**config.mk**
```make
export PLATFORM = sky130hd
export DESIGN_NAME = alu_sequencer
export DESIGN_NICKNAME = d
export VERILOG_FILES = /design/src/rtl/alu_sequencer.sv
export SDC_FILE = /design/constraint.sdc
export NUM_CORES = 1
export LEC_CHECK = 0
export ABC_AREA = 1
export BUFFER_PORTS_ARGS = -buffer_cell sky130_fd_sc_hd__clkbuf_2
export CORE_MARGIN = 2
export CORE_UTILIZATION = 35
export CTS_CLUSTER_SIZE = 30
export DETAILED_ROUTE_END_ITERATION = 10
export GPL_TIMING_DRIVEN = 0
export MAX_ROUTING_LAYER = met4
export PLACE_DENSITY = 0.61
export SLEW_MARGIN = 15
export SYNTH_ARGS = -nofsm -noshare
export SYNTH_HDL_FRONTEND = slang
export SYNTH_SLANG_ARGS = --single-unit
export TNS_END_PERCENT = 10
```
**constraint.sdc**
```tcl
create_clock -name Clock -period 1 [get_ports Clock]
set_input_delay 0.2 -clock Clock [delete_from_list [all_inputs] [get_ports Clock]]
set_output_delay 0.2 -clock Clock [all_outputs]
set_load 0.005 [all_outputs]
```
**src/rtl/alu_sequencer.sv**
```systemverilog
// Command-level driver for the 4-bit accumulator ALU: runs clear/load/execute/capture
// for one latched two-operand command and presents the 8-bit result with a Done pulse.
module alu_sequencer (
  input  logic       Clock,
  input  logic       Reset_b,
  input  logic       Start,
  input  logic [3:0] Op_a,
  input  logic [3:0] Op_b,
  input  logic [1:0] Op_sel,
  input  logic [7:0] ALUout,
  output logic [3:0] Data,
  output logic [1:0] Function,
  output logic       ALU_reset,
  output logic       Busy,
  output logic       Done,
  output logic [7:0] Result
);

  typedef enum logic [2:0] {StIdle, StClr, StLoad, StExec, StCapt} state_e;

  localparam logic [1:0] FnAdd  = 2'b00;
  localparam logic [1:0] FnHold = 2'b11;

  state_e     r_state;
  state_e     w_state_next;
  logic [3:0] r_op_a;
  logic [3:0] r_op_b;
  logic [1:0] r_op_sel;
  logic [7:0] r_result;
  logic       r_done;

  // State register
  always_ff @(posedge Clock) begin
    if (Reset_b) begin
      r_state <= StIdle;
    end else begin
      r_state <= w_state_next;
    end
  end

  // Next-state logic
  always_comb begin
    w_state_next = r_state;
    unique case (r_state)
      StIdle:  if (Start) w_state_next = StClr;
      StClr:   w_state_next = StLoad;
      StLoad:  w_state_next = StExec;
      StExec:  w_state_next = StCapt;
      StCapt:  w_state_next = StIdle;
      default: w_state_next = StIdle;
    endcase
  end

  // Moore outputs toward the ALU
  always_comb begin
    Data      = 4'h0;
    Function  = FnHold;
    ALU_reset = 1'b0;
    Busy      = 1'b1;
    unique case (r_state)
      StIdle: Busy = 1'b0;
      StClr:  ALU_reset = 1'b1;
      StLoad: begin
        Function = FnAdd;
        Data     = r_op_b;
      end
      StExec: begin
        Function = r_op_sel;
        Data     = r_op_a;
      end
      StCapt:  ;
      default: Busy = 1'b0;
    endcase
  end

  // Operand latch, result capture and Done pulse
  always_ff @(posedge Clock) begin
    if (Reset_b) begin
      r_op_a   <= 4'h0;
      r_op_b   <= 4'h0;
      r_op_sel <= 2'b00;
      r_result <= 8'h00;
      r_done   <= 1'b0;
    end else begin
      if (r_state == StIdle && Start) begin
        r_op_a   <= Op_a;
        r_op_b   <= Op_b;
        r_op_sel <= Op_sel;
      end
      if (r_state == StCapt) begin
        r_result <= ALUout;
      end
      r_done <= (r_state == StCapt);
    end
  end

  assign Done   = r_done;
  assign Result = r_result;

endmodule

```
==> flow_summary_export.csv <==
group,metric,value,unit
layout,final_util,50.1,%
power,power.static_leakage,0.747,nW
min_path,holdCritPathClass,"in2reg",
global_routing,first_global_vias,967,
placed_design,total_half_perimeter_wirelength_after_legalization_and_detailed_placement,1610,microns
global_routing,grt_util_met1,17.6,%
global_routing,groute.layer.met3.usage,2.90,%
clock_network,clock_insertion_delay_worst_skew,300,ps
clock_network,clk_root_buffer_cell,"sky130_fd_sc_hd__clkbuf_4",
route,post-route-drc-count,0,
clock_network,cts.clk_slew.worst_paths,120,ps
route,drtPass1Iterations,4,
floorplanning,ios,38,
timing,post-route-period-util,143,%
logic_synthesis,syn_inst,146,
critical_path,critPathKind,"reg2out",
floorplanning,core-area,0.00273,sq mm
clock_network,clockBufferDepth,2,
layout,flow.area_growth_from_synthesis,36.0,%
layout,number_of_filler_cells_placed_in_the_layout,292,
route,ant_nets,0,
logic_synthesis,synthDistinctLibCells,17,
clock_network,cts_stage_hold_buffer_count,0,
global_routing,globalRouteMet2Util,26.3,%
clock_network,tritoncts,"built",
timing,worst_slack,-431,ps
logic_synthesis,synth-warning-count,0,
global_routing,globalRoute.busiestLayer,"met2",
flow_run,cap_viol_max_count,0,
timing,max_freq,699,MHz
outcome,status,"finished with violations",
placed_design,placedCellCount,214,
outcome,violated_checks,"setup timing",
global_routing,global_route_wire_length_before_repair,3890,microns
layout,final_cell_area,0.00137,sq mm
placed_design,final_gp_congestion,0.786,
placed_design,post_place_setup_slack,-338,ps
power,irDropWorstVdd,770,uV
timing,setup_repair_after_global_routing_missed_its_margin,"yes",
layout,n_antenna_cell,0,
clock_network,clock_tree.htree_level_count,1,
logic_synthesis,synthesis.nets,167,
clock_network,clkSinkCount,22,
clock_network,tritoncts.num_buffers,3,
layout,layout.nets,213,
route,routed_wirelength,2300,microns
power,p_seq_share,54.1,%
critical_path,worst-r2r-cell-count,7,
power,internal-power,0.00124,W
timing,slew_viol_final,0,
floorplanning,placementRows,19,
global_routing,grt_remaining_overflow,0,
floorplanning,chipHeight,57.6,microns
timing,finalCriticalPeriod,1430,ps
route,dr_total_vias,1019,
global_routing,antenna_found_initial,0,
logic_synthesis,yosys_register_bits,22,
layout,final-instance-count-excl-fill,221,
timing,hold_viol,0,
timing,timing.max_slew.rel_slack,77.6,%
critical_path,largest_fanout_on_the_critical_path,5,
placed_design,place.port_buffers,37,
logic_synthesis,total_standard_cell_area_after_synthesis,0.00101,sq mm
power,power.density_cell_area,1290,mW/mm^2
power,net-switching-power,0.000521,W
logic_synthesis,seq_area_frac_synth,43.7,%
power,p_sw_share,29.5,%
timing,worst_clock_skew,2.12,ps
min_path,min_delay_path_depth,2,
layout,drive_gt1_share,36.3,%
timing,tightest_slew,336,ps
critical_path,nature_of_the_critical_path_startpoint,"register",
global_routing,overall_routing_resource_usage,15.2,%
floorplanning,initial_utilization,36.8,%
floorplanning,die_width,57.6,microns
logic_synthesis,avg_synthesized_cell_area,6.90,sq um
layout,layout_commonest_cell,"sky130_fd_sc_hd__clkbuf_2",
route,detail_route.iter0.violations,39,
timing,setup_viol_count_final,19,
critical_path,arrival,1230,ps
floorplanning,floorplan_die_area,0.00332,sq mm
power,share_clk_of_total_power,23.0,%
power,combPwrFrac,22.9,%
placed_design,place_area,0.00123,sq mm
critical_path,setup.worst_path.end_class,"output port",
route,vias_per_cell,4.61,
global_routing,grt_start_max_net_pins,12,
critical_path,cp.required,800,ps
layout,most-common-layout-cells,"sky130_fd_sc_hd__clkbuf_2, sky130_fd_sc_hd__inv_1, sky130_fd_sc_hd__nor2_1",
route,wl_per_cell,10.4,microns
## synth_stat cells
cell type                  count  area share [%]
sky130_fd_sc_hd__inv_2         3             1.1
sky130_fd_sc_hd__nand3_2       1            0.99
sky130_fd_sc_hd__a21oi_1       1            0.50
sky130_fd_sc_hd__buf_6         2             2.2
sky130_fd_sc_hd__inv_1        33              12
sky130_fd_sc_hd__o21ai_1       8             4.0
sky130_fd_sc_hd__nand3_1       1            0.50
sky130_fd_sc_hd__o21ai_0       3             1.5
sky130_fd_sc_hd__o22ai_1       4             2.5
sky130_fd_sc_hd__buf_2         3             1.5
sky130_fd_sc_hd__nand3_4       1             1.7
sky130_fd_sc_hd__nand3b_1      1            0.75
sky130_fd_sc_hd__nor2_1       30              11
sky130_fd_sc_hd__nor2_4        1             1.1
sky130_fd_sc_hd__nand2_1      22             8.2
sky130_fd_sc_hd__dfxtp_1      22              44
sky130_fd_sc_hd__nand4_1      10             6.2
## power by group through the flow
stage          clock [W]  sequential (W)  combinational (W)
2_1_floorplan          0        0.000969           0.000229
6_report        0.000405        0.000954           0.000404
3_5_place_dp           0        0.000971           0.000341
5_1_grt         0.000436        0.000959           0.000467
4_1_cts         0.000411        0.000956           0.000387
3_3_place_gp           0        0.000970           0.000336
## cell families (layout without fill, tap and decap cells)
logic type	Yosys count	in the layout	share of synthesized area [%]
AO/OA/AOI/OAI	16	16	8.45
buffers and inverters	41	85	17.1
flip-flops	22	22	43.7
AND/OR/NAND/NOR	67	67	30.7
## path summary, 6_finish.rpt
| kind | startpoint | to | slack (ps) |
|---|---|---|---|
| worst min-delay path | Reset_b | r_state[0]$_SDFFE_PP0P_ | 90 |
| worst max register to register | r_state[2]$_SDFFE_PP0P_ | r_op_a[2]$_SDFFE_PP0P_ | -180 |
| worst min register to register | Result[0]$_SDFFE_PP0P_ | Result[0]$_SDFFE_PP0P_ | 500 |
| worst max-delay path | r_state[2]$_SDFFE_PP0P_ | Data[0] | -430 |
## layer usage
| layer | part of all wire [%] | vias to the layer above |
|---|---|---|
| li1 | - | 535 |
| met1 | 42 | 442 |
| met2 | 48 | 35 |
| met3 | 7.8 | 7 |
| met4 | 1.7 | 0 |
| met5 | 0 | - |
## per-stage QoR
stage               TNS [ps]  hold WS [ps]  power [W]
floorplan              -39.9           269    0.00120
CTS                    -3710           104    0.00175
detailed placement     -1580           439    0.00131
global placement       -1550           434    0.00131
global route           -6240          95.5    0.00186
finish                 -4950          94.8    0.00176
## cell type report
class	count	area [sq um]	area share, %
tap	31	38.8	2.83
sequential	22	452	33.0
inverter	36	140	10.2
multi-input combinational	83	464	33.9
timing repair buffer	41	215	15.7
buffer	5	37.5	2.74
clock buffer	3	22.5	1.64
## sequential cells by signal (all words and copies together) (netlist names)
register	cells
Result	8
r_op_a	4
r_op_b	4
r_state	3
r_op_sel	2
Done	1
## timing repair
item | in CTS | in global routing
setup endpoints to repair | 14 | 23
setup buffers | 3 | 1
pin swaps | 2 | 3
gates resized for setup | 17 | 8
## critical path: stages, from the launching register on
cell	delay (ps)
sky130_fd_sc_hd__dfxtp_4	390
sky130_fd_sc_hd__nor2_4	140
sky130_fd_sc_hd__nand2_4	100
sky130_fd_sc_hd__o22ai_4	160
sky130_fd_sc_hd__clkbuf_2	130
No activity file was read; power rests on OpenSTA's default activity.
